## src/rtl/uart_tx_queue_pkg.sv

```systemverilog
`default_nettype none
// ============================================================================
//  Module      : uart_tx_queue_pkg
//  Description : Shared state encoding and default sizing for uart_tx_queue.
//  Revision    : 1.0 - initial release
// ============================================================================
package uart_tx_queue_pkg;

  localparam int TXQ_DEPTH   = 8;
  localparam int TXQ_TIMEOUT = 16;

  typedef enum logic [2:0] {
    IDLE      = 3'd0,
    LOAD      = 3'd1,
    STROBE    = 3'd2,
    WAIT_BUSY = 3'd3,
    WAIT_DONE = 3'd4
  } txq_state_t;

endpackage
`default_nettype wire

```

## src/rtl/byte_fifo.sv

```systemverilog
`default_nettype none
// ============================================================================
//  Module      : byte_fifo
//  Description : Power-of-two circular byte FIFO with same-cycle push/pop.
//  Revision    : 1.0 - initial release
// ============================================================================
module byte_fifo
  import uart_tx_queue_pkg::*;
#(
  parameter int DEPTH = TXQ_DEPTH
) (
  input  logic                   hz100,
  input  logic                   reset,
  input  logic                   push,
  input  logic [7:0]             push_data,
  input  logic                   pop,
  output logic [7:0]             head,
  output logic                   full,
  output logic                   empty,
  output logic [$clog2(DEPTH):0] count,
  output logic                   dropped
);

  localparam int c_PW = $clog2(DEPTH);
  localparam int c_CW = c_PW + 1;

  logic [7:0]      r_mem [DEPTH];
  logic [c_PW-1:0] r_wrptr;
  logic [c_PW-1:0] r_rdptr;
  logic [c_CW-1:0] r_count;
  logic            w_full;
  logic            w_empty;
  logic            w_pop_ok;
  logic            w_push_ok;

  assign w_full    = (r_count == c_CW'(DEPTH));
  assign w_empty   = (r_count == '0);
  assign w_pop_ok  = pop && !w_empty;
  // A pop in the same cycle frees the slot, so a full FIFO can still accept.
  assign w_push_ok = push && (!w_full || w_pop_ok);

  assign head    = r_mem[r_rdptr];
  assign full    = w_full;
  assign empty   = w_empty;
  assign count   = r_count;
  assign dropped = push && !w_push_ok;

  always_ff @(posedge hz100) begin
    if (w_push_ok) begin
      r_mem[r_wrptr] <= push_data;
    end
  end

  always_ff @(posedge hz100 or posedge reset) begin
    if (reset) begin
      r_wrptr <= '0;
      r_rdptr <= '0;
      r_count <= '0;
    end else begin
      if (w_push_ok) begin
        r_wrptr <= r_wrptr + c_PW'(1);
      end
      if (w_pop_ok) begin
        r_rdptr <= r_rdptr + c_PW'(1);
      end
      case ({w_push_ok, w_pop_ok})
        2'b10:   r_count <= r_count + c_CW'(1);
        2'b01:   r_count <= r_count - c_CW'(1);
        default: r_count <= r_count;
      endcase
    end
  end

endmodule
`default_nettype wire

```

## src/rtl/uart_tx_queue.sv

```systemverilog
`default_nettype none
// ============================================================================
//  Module      : uart_tx_queue
//  Description : Byte queue draining into the UART via a txclk/txready handshake.
//  Revision    : 1.0 - initial release
// ============================================================================
module uart_tx_queue
  import uart_tx_queue_pkg::*;
#(
  parameter int DEPTH   = TXQ_DEPTH,
  parameter int TIMEOUT = TXQ_TIMEOUT
) (
  input  logic                   hz100,
  input  logic                   reset,
  input  logic                   wr_en,
  input  logic [7:0]             wr_data,
  output logic                   full,
  output logic                   empty,
  output logic [$clog2(DEPTH):0] count,
  output logic                   overflow,
  output logic [7:0]             txdata,
  output logic                   txclk,
  input  logic                   txready,
  output logic                   busy,
  output logic                   timeout_err
);

  localparam int c_TW = $clog2(TIMEOUT + 1);

  txq_state_t      r_state;
  logic            r_sync1;
  logic            r_rdy_s;
  logic [c_TW-1:0] r_tmo;
  logic [7:0]      r_txdata;
  logic            r_txclk;
  logic            r_busy;
  logic            r_overflow;
  logic            r_timeout_err;
  logic            w_start;
  logic            w_dropped;
  logic [7:0]      w_head;
  logic            w_empty;

  // The head is popped on the edge that enters LOAD, so txdata is settled
  // a full cycle before the strobe.
  assign w_start = (r_state == IDLE) && !w_empty && r_rdy_s;

  byte_fifo #(
    .DEPTH(DEPTH)
  ) u_fifo (
    .hz100    (hz100),
    .reset    (reset),
    .push     (wr_en),
    .push_data(wr_data),
    .pop      (w_start),
    .head     (w_head),
    .full     (full),
    .empty    (w_empty),
    .count    (count),
    .dropped  (w_dropped)
  );

  always_ff @(posedge hz100 or posedge reset) begin
    if (reset) begin
      r_sync1 <= 1'b0;
      r_rdy_s <= 1'b0;
    end else begin
      r_sync1 <= txready;
      r_rdy_s <= r_sync1;
    end
  end

  always_ff @(posedge hz100 or posedge reset) begin
    if (reset) begin
      r_overflow <= 1'b0;
    end else if (w_dropped) begin
      r_overflow <= 1'b1;
    end
  end

  always_ff @(posedge hz100 or posedge reset) begin
    if (reset) begin
      r_state       <= IDLE;
      r_tmo         <= '0;
      r_txdata      <= 8'h00;
      r_txclk       <= 1'b0;
      r_busy        <= 1'b0;
      r_timeout_err <= 1'b0;
    end else begin
      case (r_state)
        IDLE: begin
          if (w_start) begin
            r_txdata <= w_head;
            r_state  <= LOAD;
            r_busy   <= 1'b1;
          end
        end
        LOAD: begin
          r_txclk <= 1'b1;
          r_state <= STROBE;
        end
        STROBE: begin
          r_txclk <= 1'b0;
          r_tmo   <= '0;
          r_state <= WAIT_BUSY;
        end
        WAIT_BUSY: begin
          if (!r_rdy_s) begin
            r_state <= WAIT_DONE;
          end else if (r_tmo == c_TW'(TIMEOUT - 1)) begin
            // UART never took the byte; give up on it and keep draining.
            r_timeout_err <= 1'b1;
            r_state       <= IDLE;
            r_busy        <= 1'b0;
          end else begin
            r_tmo <= r_tmo + c_TW'(1);
          end
        end
        WAIT_DONE: begin
          if (r_rdy_s) begin
            r_state <= IDLE;
            r_busy  <= 1'b0;
          end
        end
        default: begin
          r_state <= IDLE;
          r_txclk <= 1'b0;
          r_busy  <= 1'b0;
        end
      endcase
    end
  end

  assign empty       = w_empty;
  assign overflow    = r_overflow;
  assign txdata      = r_txdata;
  assign txclk       = r_txclk;
  assign busy        = r_busy;
  assign timeout_err = r_timeout_err;

endmodule
`default_nettype wire

```

## config.mk

```make
export PLATFORM = sky130hd
export DESIGN_NAME = uart_tx_queue
export DESIGN_NICKNAME = d
export VERILOG_FILES = /design/src/rtl/uart_tx_queue_pkg.sv /design/src/rtl/byte_fifo.sv /design/src/rtl/uart_tx_queue.sv
export SDC_FILE = /design/constraint.sdc
export NUM_CORES = 1
export LEC_CHECK = 0
export ABC_AREA = 1
export ABC_CLOCK_PERIOD_IN_PS = 5300
export BUFFER_PORTS_ARGS = -buffer_cell sky130_fd_sc_hd__buf_2
export CAP_MARGIN = 25
export CORE_ASPECT_RATIO = 2
export CORE_MARGIN = 5
export CORE_UTILIZATION = 52
export CTS_BUF_LIST = sky130_fd_sc_hd__clkbuf_8 sky130_fd_sc_hd__clkbuf_16
export CTS_CLUSTER_SIZE = 14
export DETAILED_ROUTE_END_ITERATION = 10
export PLACE_DENSITY = 0.8
export SLEW_MARGIN = 20
export SYNTH_ARGS = -nofsm -noshare
export SYNTH_HDL_FRONTEND = slang
export SYNTH_SLANG_ARGS = --single-unit
```

## constraint.sdc

```tcl
create_clock -name hz100 -period 5.3 [get_ports hz100]
set_clock_uncertainty 0.2 [all_clocks]
set_input_delay 0.265 -clock hz100 [delete_from_list [all_inputs] [get_ports hz100]]
set_output_delay 0.265 -clock hz100 [all_outputs]
set_load 0.05 [all_outputs]
```

==> flow_summary.yaml, run 1 <==
timing:
  fin_tns_setup_ns: 0
  unrepaired_setup_endpoints_after_global_routing: "no"
  timing.final.ws_setup_ns: 2.67
  slew_viol_final: 0
  final-hold-violation-count: 0
  period_share_pct: 49.7
  max_freq_mhz: 380
  max-slew-margin-rel_pct: 39.1
  timing.final.crit_period_ns: 2.63
  setup_violations: 0
  worst_pin_slew_ns: 0.911
global_route:
  gr-total-overflow: 0
  grt_pass1_vias: 2830
  grt_start_max_net_pins: 35
  grt_first_pass_wirelength_um: 13500
  globalRouteTotalUtil_pct: 17.9
  grt_antenna_before_repair: 0
critical_path:
  worst-r2r-cell-count: 12
  crit_path_top_delay_cell: "sky130_fd_sc_hd__dfrtp_1"
  worst-setup-path-type: "flop to flop"
  critical-path-max-stage-delay_ns: 0.44
  critPathTopFamily: "simple AND/OR/NAND/NOR gates"
  critical_path_peak_fanout: 14
  worst_path_most_repeated_cell: "sky130_fd_sc_hd__nand2_1"
  worst_setup_path_end_kind: "flop"
  timing.critical_path.cells: "nor2_4 > nand2_2 > nor2_4 > nand2_4 > inv_2 > ha_1 > ha_1 > a21oi_1 > nand2_1 > xnor2_1 > nand2_1 > nand2_1"
  data_arrival_critical_path_ns: 2.66
  critical_path_depth: 12
  critPathBufInv: 1
  type_of_element_launching_the_critical_path: "flop"
  critical_path_required_ns: 5.33
cts:
  cts_resized: 0
  tritoncts_num_sinks: 96
  holdBufCountCts: 7
  clk_pin_slew_ns: 0.07
  cts_max_path_buffers: 2
  insertion_delay_to_the_later_sink_of_the_worst_skew_pair_ns: 0.34
  cts.repair_timing.setup_buffer_count: 0
  clock_tree.root_cell: "sky130_fd_sc_hd__clkbuf_16"
  tritoncts: "done"
  numCtsBuffers: 9
  cts-htree-levels: 3
power:
  max-vdd-ir-drop_uv: 297
  p_sw_share_pct: 42.0
  total_leakage_power_nw: 1.98
  total_switching_power_w: 0.00116
  powerDensity_nw_per_um2: 581
  combinationalPowerShare_pct: 36.8
  cell_internal_pwr_w: 0.00160
  seq_power_share_pct: 41.1
  clkPwrFrac_pct: 22.1
synthesis:
  syn_avg_cell_area_um2: 10.8
  ys_seq_area_share_pct: 64.8
  syn_nets: 409
  mappedNetlistArea_um2: 4200
  netlist-cell-type-count: 33
  synth-async-reset-ratio_pct: 33.3
  postSynthRegisterBits: 96
  yosysWarnings: 0
  synth_flop_cell: "sky130_fd_sc_hd__edfxtp_1"
  synth-edff-count: 64
  cell_count_after_synthesis: 389
placed_design:
  portBuffers: 29
  place.gp.congestion: 0.826
  dpl_worst_slack_ns: 2.56
  place.detailed.hpwl_um: 5710
floorplanning:
  fp.dieArea_um2: 10100
  coreArea_um2: 7940
  io-pin-count: 30
  initial_cell_density_of_the_core_pct: 52.9
  num_rows: 46
  die-width_um: 73.6
  die_h_um: 137
routing:
  detailroute.via_count: 2824
  finalWirelength_um: 8270
  drt_pass_1_iters: 4
  drtIter0Drc: 196
  avgRoutedWirePerCell_um: 15.8
  vias_per_cell: 5.38
  drc_errors: 0
  antenna_left: 0
final_layout:
  fin_util_pct: 59.9
  layout.nets: 444
  fillerInstances: 622
  n_antenna_cell: 0
  syn2layout_area_growth_pct: 13.3
  final_layout_size_suffix_gt1_share_pct: 17.2
flow_run:
  max_capacitance_violation_count: 0
outcome:
  run_status: "completed"
hold_path:
  timing.hold.worst_path_depth: 1
  holdCritPathClass: "primary input to flop"
[placed cells by master (no fill, tap or decap), drive strengths merged]
| master | count |
|---|---|
| nand4 | 1 |
| xor2 | 4 |
| edfxtp | 64 |
| nor2 | 68 |
| or2 | 1 |
| nand2 | 92 |
| clkbuf | 9 |
| o21ai | 33 |
| clkinvlp | 1 |
| dlygate4sd3 | 7 |
| ha | 7 |
| buf | 31 |
| a21o | 1 |
| a31o | 2 |
| xnor2 | 3 |
| nand3 | 37 |
| nor3 | 1 |
| fa | 1 |
| clkinv | 4 |
| a21oi | 4 |
| dfrtp | 32 |
| inv | 24 |
| nand3b | 2 |
[cell usage after synthesis, types with 2 or more instances]
library cell | instances | area share, %
sky130_fd_sc_hd__a21oi_1 | 4 | 0.48
sky130_fd_sc_hd__a31o_2 | 2 | 0.42
sky130_fd_sc_hd__buf_2 | 8 | 0.95
sky130_fd_sc_hd__buf_4 | 2 | 0.36
sky130_fd_sc_hd__buf_6 | 2 | 0.54
sky130_fd_sc_hd__dfrtp_1 | 32 | 19
sky130_fd_sc_hd__edfxtp_1 | 64 | 46
sky130_fd_sc_hd__ha_1 | 7 | 2.1
sky130_fd_sc_hd__inv_1 | 19 | 1.7
sky130_fd_sc_hd__inv_2 | 2 | 0.18
sky130_fd_sc_hd__nand2_1 | 87 | 7.8
sky130_fd_sc_hd__nand2_2 | 2 | 0.30
sky130_fd_sc_hd__nand2_4 | 3 | 0.80
sky130_fd_sc_hd__nand3_1 | 29 | 3.5
sky130_fd_sc_hd__nand3_2 | 8 | 1.9
sky130_fd_sc_hd__nor2_1 | 64 | 5.7
sky130_fd_sc_hd__nor2_4 | 3 | 0.80
sky130_fd_sc_hd__o21ai_0 | 32 | 3.8
sky130_fd_sc_hd__xnor2_1 | 3 | 0.63
sky130_fd_sc_hd__xor2_1 | 3 | 0.63
[cell families after synthesis]
logic type / synth area share [%]
compound gates: 5.12
xor+xnor: 1.64
fa+ha+maj: 2.56
buf+inv: 4.02
flops: 64.8
simple gates: 21.9
[power groups by stage]
stage,Combinational [W],Sequential (W),Clock [W]
2_1_floorplan,0.000684,0.00125,0
3_3_place_gp,0.000951,0.00116,0
3_5_place_dp,0.000984,0.00117,0
4_1_cts,0.000999,0.00115,0.000622
5_1_grt,0.00114,0.00116,0.000651
6_report,0.00102,0.00114,0.000610
[final cells by class]
cell class	count	area [µm²]	share of cell area, %
Sequential cell	96	2720	57.2
Multi-Input combinational cell	257	1310	27.5
Timing Repair Buffer	38	234	4.91
Clock buffer	9	225	4.73
Tap cell	96	120	2.52
Inverter	22	82.6	1.73
Clock inverter	7	65.1	1.37
[metrics by stage]
step,power [W],area (µm²),hold slack [ns],std cells
2_1_floorplan,0.00193,4200,0.0964,389
4_1_cts,0.00278,4750,0.00477,524
5_1_grt,0.00294,4760,0.00736,525
3_3_place_gp,0.00211,4390,0.0368,501
6_report,0.00276,4760,0.0165,525
3_5_place_dp,0.00215,4390,0.0423,501
[final timing paths]
path                                 start            endpoint  slack, ns
worst min-delay path            wr_data[1]  u_fifo.r_mem[0][1]       0.02
worst max register to register  r_state[1]     u_fifo.count[3]       2.67
worst max-delay path            r_state[1]     u_fifo.count[3]       2.67
max in group asynchronous            reset            r_tmo[2]       4.04
worst min register to register     r_sync1             r_rdy_s       0.17
min in group asynchronous            reset   u_fifo.r_wrptr[2]       0.22
[sequential cells by signal (all words and copies together) (netlist names)]
| name | flops |
|---|---|
| r_tmo | 5 |
| r_state | 3 |
| u_fifo.r_rdptr | 3 |
| overflow | 1 |
| r_sync1 | 1 |
| txclk | 1 |
| r_rdy_s | 1 |
| u_fifo.r_wrptr | 3 |
| timeout_err | 1 |
| u_fifo.r_mem | 64 |
| busy | 1 |
| u_fifo.count | 4 |
| txdata | 8 |
[routing by layer]
| layer | track usage, % | wire length (µm) | vias up |
|---|---|---|---|
| li1 | - | - | 1375 |
| met1 | 18.8 | 3060 | 1362 |
| met2 | 33.0 | 4710 | 67 |
| met3 | 3.60 | 300 | 20 |
| met4 | 8.17 | 204 | 0 |
| met5 | 0 | 0 | - |
No activity file was read; power rests on OpenSTA's default activity.
==> inputs of run 2 (changes only) <==
- ABC_AREA: 1 -> 0
- ABC_CLOCK_PERIOD_IN_PS: 5300 -> 2500
- clock period: 5.3 -> 2.5 ns (I/O delays scaled with it)
==> flow_summary.yaml, run 2 <==
hold_path:
  worstHoldStart: "wr_en"
  holdCritPathClass: "primary input to flop"
synthesis:
  synth_flop_cell: "sky130_fd_sc_hd__edfxtp_1"
  syn_avg_cell_area_um2: 15.8
  cell_count_after_synthesis: 254
  mappedNetlistArea_um2: 4000
  synth-async-reset-ratio_pct: 33.3
  ys_seq_area_share_pct: 68.0
  netlist-cell-type-count: 49
  postSynthRegisterBits: 96
  synth_largest_type_area_fraction_pct: 48.0
  synth-edff-count: 64
  syn_nets: 274
  synthDominantAreaCellType: "sky130_fd_sc_hd__edfxtp_1"
  synthTopCellsByArea: "sky130_fd_sc_hd__edfxtp_1 48%, sky130_fd_sc_hd__dfrtp_1 20%, sky130_fd_sc_hd__mux4_2 9.0%"
  yosys-top-cells-count: "64 x sky130_fd_sc_hd__edfxtp_1, 32 x sky130_fd_sc_hd__dfrtp_1, 17 x sky130_fd_sc_hd__nand2_1"
  synth.most_common_cell: "sky130_fd_sc_hd__edfxtp_1"
  yosysWarnings: 0
cts:
  clk_pin_slew_ns: 0.06
  insertion_delay_to_the_later_sink_of_the_worst_skew_pair_ns: 0.34
  tritoncts: "done"
  cts_max_path_buffers: 2
  tritoncts_num_sinks: 96
  clock_tree.root_cell: "sky130_fd_sc_hd__clkbuf_16"
  numCtsBuffers: 9
  cts-htree-levels: 3
critical_path:
  worstSetupStartpoint: "r_state[1]"
  worst_setup_path_end_kind: "flop"
  critical_path_peak_fanout: 4
  critical_path_required_ns: 2.57
  crit_path_top_delay_cell: "sky130_fd_sc_hd__or4b_4"
  timing.critical_path.cells: "or4b_4 > nand3_4 > nand2_4 > ha_4 > ha_4 > a21o_1 > a21oi_2 > or4_1 > nand3_1"
  worst_path_most_repeated_cell: "sky130_fd_sc_hd__ha_4"
  critical-path-max-stage-delay_ns: 0.60
  worst-setup-path-type: "flop to flop"
  worst_r2r_startpoint: "r_state[1]"
  type_of_element_launching_the_critical_path: "flop"
  data_arrival_critical_path_ns: 2.73
timing:
  period_share_pct: 107
  final-hold-violation-count: 0
  fin_tns_setup_ns: -0.163
  timing.final.ws_setup_ns: -0.163
  max_freq_mhz: 376
  timing.final.crit_period_ns: 2.66
  worst_pin_slew_ns: 0.569
  setup_violations: 1
  slew_viol_final: 0
  max-slew-margin-rel_pct: 62.1
  hold_slack_ns: 0.0514
  unrepaired_setup_endpoints_after_global_routing: "yes"
floorplanning:
  io-pin-count: 30
  die_h_um: 134
  coreArea_um2: 7540
  num_rows: 45
  initial_cell_density_of_the_core_pct: 53.0
  fp.dieArea_um2: 9660
  die-width_um: 72.0
outcome:
  failing_checks: "negative setup slack"
  run_status: "finished with violations"
global_route:
  grt_first_pass_wirelength_um: 13100
  gr-total-overflow: 0
  grt_antenna_before_repair: 0
  grt_start_max_net_pins: 23
  globalRouteTotalUtil_pct: 18.7
  grt_pass1_vias: 2535
routing:
  antenna_left: 0
  detailroute.via_count: 2400
  drtIter0Drc: 192
  drc_errors: 0
  vias_per_cell: 5.73
  avgRoutedWirePerCell_um: 19.3
  finalWirelength_um: 8100
  drt_pass_1_iters: 4
power:
  post-layout-total-power_w: 0.00588
  max-vdd-ir-drop_uv: 914
  total_leakage_power_nw: 1.89
  powerDensity_nw_per_um2: 1210
final_layout:
  regMostFlops: "u_fifo.r_mem"
  layout_common_cells: "64 x sky130_fd_sc_hd__edfxtp_1, 29 x sky130_fd_sc_hd__dfrtp_1, 29 x sky130_fd_sc_hd__buf_2"
  layout.nets: 340
  combined_area_of_the_multi_input_logic_cells_um2: 1280
  fin_util_pct: 64.7
  layout.area.seq_um2: 2730
  fillerInstances: 546
  syn2layout_area_growth_pct: 22.0
  final_layout_size_suffix_gt1_share_pct: 32.6
  leading_cell_type_in_the_layout_fill_and_taps_excluded: "sky130_fd_sc_hd__edfxtp_1"
  largest_register_ff_count: 64
  n_antenna_cell: 0
placed_design:
  portBuffers: 29
  dpl_worst_slack_ns: -0.198
  place.gp.congestion: 0.797
  place.detailed.hpwl_um: 5450
flow_run:
  max_capacitance_violation_count: 0
[run 2: worst max-delay path, delay by kind of cell (launching register included)]
family          cells  cell delay, ns
fa+ha+maj           2            0.46
compound gates      2            0.28
simple gates        5            1.25
flops               1            0.39
[run 2: path summary, 6_finish.rpt]
| kind | depth (start not counted) | slack, ns | to |
|---|---|---|---|
| min in group asynchronous | 3 | 0.12 | txdata[4] |
| worst max-delay path | 9 | -0.16 | u_fifo.count[3] |
| worst min register to register | 0 | 0.17 | r_rdy_s |
| worst max register to register | 9 | -0.16 | u_fifo.count[3] |
| worst min-delay path | 4 | 0.05 | u_fifo.r_wrptr[0] |
| max in group asynchronous | 5 | 1.28 | r_tmo[0] |
[run 2: repair_timing]
action	4_1_cts	5_1_grt
endpoints found under the hold margin	88	0
resized for setup	6	4
pin swaps	3	2
hold buffers	11	0
buffers inserted	1	2
endpoints found under the setup margin	1	3
[run 2: metrics by stage]
| stage | instance area, µm² | instances |
|---|---|---|
| floorplan | 4060 | 254 |
| global placement | 4420 | 388 |
| detailed placement | 4420 | 388 |
| CTS | 4840 | 416 |
| global route | 4880 | 419 |
| finish | 4880 | 419 |
[run 2: cells by family after synthesis]
| group | Yosys count | share of synthesized area [%] |
|---|---|---|
| AND/OR/NAND/NOR | 66 | 8.79 |
| buffers and inverters | 18 | 2.22 |
| adder cells (fa/ha/maj) | 8 | 2.69 |
| multiplexers | 27 | 11.9 |
| flip-flops | 96 | 68.0 |
| AO/OA/AOI/OAI | 33 | 5.03 |
| XOR/XNOR | 6 | 1.31 |
[run 2: area by class of cell]
type                            count  area share [%]
Multi-Input combinational cell    140            26.3
Clock inverter                      6           0.615
Sequential cell                    96            55.9
Clock buffer                       10            4.90
Inverter                            8           0.615
Tap cell                           94            2.41
Timing Repair Buffer               65            9.23
[run 2: where the power goes]
group / total (W) / switching, W / internal (W)
combinational: 0.00229 / 0.00137 / 0.000919
clock: 0.00123 / 0.000539 / 0.000688
sequential: 0.00237 / 0.000291 / 0.00208
total: 0.00588 / 0.00220 / 0.00369
[run 2: routing by layer]
metal / global-route usage [%] / routed length, µm / part of all wire, % / up-vias
met5: 0 / 0 / 0 / -
met4: 10.3 / 252 / 3.1 / 0
met3: 3.60 / 313 / 3.9 / 24
met2: 33.6 / 4720 / 58 / 74
met1: 19.8 / 2810 / 35 / 1203
li1: - / - / - / 1099
==> inputs of run 3 (changes only) <==
- RECOVER_POWER: unset -> 50
==> flow_summary.yaml, run 3 (same netlist as run 2, synthesis figures left out) <==
final_layout:
  leading_cell_type_in_the_layout_fill_and_taps_excluded: "sky130_fd_sc_hd__edfxtp_1"
  finalInstanceArea_um2: 4840
  final_layout_size_suffix_gt1_share_pct: 25.8
  syn2layout_area_growth_pct: 20.9
  fillerInstances: 559
  layout.nets: 340
  largest_register_ff_count: 64
  layout.area.seq_um2: 2730
  layout_common_cells: "64 x sky130_fd_sc_hd__edfxtp_1, 29 x sky130_fd_sc_hd__dfrtp_1, 22 x sky130_fd_sc_hd__clkbuf_1, 22 x sky130_fd_sc_hd__buf_4, 17 x sky130_fd_sc_hd__nand2_1"
  combined_area_of_the_multi_input_logic_cells_um2: 1280
  n_antenna_cell: 0
  regMostFlops: "u_fifo.r_mem"
timing:
  period_share_pct: 107
  timing.final.crit_period_ns: 2.67
  unrepaired_setup_endpoints_after_global_routing: "yes"
  max_freq_mhz: 375
  final-hold-violation-count: 0
  slew_viol_final: 0
  setup_violations: 1
  max-slew-margin-rel_pct: 43.5
  worst_pin_slew_ns: 0.847
  timing.final.ws_setup_ns: -0.168
cts:
  clock_tree.root_cell: "sky130_fd_sc_hd__clkbuf_16"
  insertion_delay_to_the_later_sink_of_the_worst_skew_pair_ns: 0.34
  clk_pin_slew_ns: 0.06
  cts-htree-levels: 3
  cts_max_path_buffers: 2
  numCtsBuffers: 9
  tritoncts: "done"
  tritoncts_num_sinks: 96
routing:
  drt_pass_1_iters: 4
  antenna_left: 0
  drtIter0Drc: 187
  finalWirelength_um: 8050
  avgRoutedWirePerCell_um: 19.2
  detailroute.via_count: 2392
  vias_per_cell: 5.71
  drc_errors: 0
critical_path:
  critical_path_peak_fanout: 4
  data_arrival_critical_path_ns: 2.74
  worst-setup-path-type: "flop to flop"
  worst_setup_path_end_kind: "flop"
  regToRegSetupSlack_ns: -0.17
  critical_path_required_ns: 2.57
  type_of_element_launching_the_critical_path: "flop"
power:
  powerDensity_nw_per_um2: 1210
  total_leakage_power_nw: 1.82
  cell_internal_pwr_w: 0.00365
  p_sw_share_pct: 37.6
  max-vdd-ir-drop_uv: 914
  total_switching_power_w: 0.00220
  combinationalPowerShare_pct: 38.4
  seq_power_share_pct: 40.6
  clkPwrFrac_pct: 21.0
placed_design:
  dpl_worst_slack_ns: -0.198
  place.gp.congestion: 0.797
  placedInstanceArea_um2: 4420
  place.detailed.hpwl_um: 5450
  portBuffers: 29
global_route:
  grt_start_max_net_pins: 23
  globalRouteTotalUtil_pct: 18.7
  grt_antenna_before_repair: 0
  grt_first_pass_wirelength_um: 13100
  gr-total-overflow: 0
  grt_pass1_vias: 2535
floorplanning:
  coreArea_um2: 7540
  initial_cell_density_of_the_core_pct: 53.0
  die-width_um: 72.0
  die_h_um: 134
  num_rows: 45
  fp.dieArea_um2: 9660
  io-pin-count: 30
outcome:
  run_status: "finished with violations"
  failing_checks: "negative setup slack"
hold_path:
  holdCritPathClass: "primary input to flop"
flow_run:
  max_capacitance_violation_count: 0
==> run 3: metal layers <==
metal	part of all wire [%]	global-route usage [%]	up-vias
li1	-	-	1102
met1	34	19.8	1198
met2	59	33.6	72
met3	3.8	3.60	20
met4	3.0	10.3	0
met5	0	0	-
==> run 3: per-stage QoR <==
step	hold slack [ns]	power [W]	std cells	setup TNS [ns]	utilization, %
global placement	0.0349	0.00449	388	-0.0352	58.6
CTS	0.0372	0.00588	416	-0.106	64.2
floorplan	-0.0436	0.00399	254	-0.732	-
detailed placement	0.0410	0.00459	388	-0.198	58.6
finish	0.0532	0.00585	419	-0.168	64.1
global route	0.0559	0.00618	419	-0.269	64.1
==> run 3: path summary, 6_finish.rpt <==
path | from | endpoint | depth (start not counted)
setup reg to reg | r_state[1] | u_fifo.count[3] | 9
max in group asynchronous | reset | r_tmo[0] | 5
min in group asynchronous | reset | txdata[4] | 3
hold / removal | wr_en | u_fifo.r_wrptr[0] | 4
setup / recovery | r_state[1] | u_fifo.count[3] | 9
hold reg to reg | r_sync1 | r_rdy_s | 0
==> run 3: repair_timing <==
item | in CTS | in global routing
hold buffers | 11 | 0
hold endpoints to repair | 88 | 0
endpoints found under the setup margin | 1 | 3
pin swaps | 3 | 2
gates resized for setup | 6 | 4
setup buffers | 1 | 2
==> run 3: cell type report <==
| cell class | count | share of cell area, % |
|---|---|---|
| Sequential cell | 96 | 56.4 |
| Multi-Input combinational cell | 140 | 26.6 |
| Timing Repair Buffer | 65 | 8.43 |
| Clock buffer | 10 | 4.94 |
| Tap cell | 94 | 2.43 |
| Clock inverter | 6 | 0.621 |
| Inverter | 8 | 0.621 |
==> run 3: worst max-delay path, stage by stage, from the launching register on <==
cell and delay [ns]:
sky130_fd_sc_hd__dfrtp_1 0.39, sky130_fd_sc_hd__or4b_4 0.60, sky130_fd_sc_hd__nand3_4 0.11, sky130_fd_sc_hd__nand2_4 0.07, sky130_fd_sc_hd__ha_4 0.19, sky130_fd_sc_hd__ha_4 0.27, sky130_fd_sc_hd__a21o_1 0.19, sky130_fd_sc_hd__a21oi_2 0.08
sky130_fd_sc_hd__or4_1 0.39, sky130_fd_sc_hd__nand3_1 0.08
==> run 3: power groups by stage <==
stage,registers [W],clock network (W),logic (W)
after floorplan,0.00273,0,0.00125
after global placement,0.00236,0,0.00213
after detailed placement,0.00239,0,0.00220
after CTS,0.00236,0.00125,0.00227
after global routing,0.00242,0.00131,0.00245
final,0.00237,0.00123,0.00225
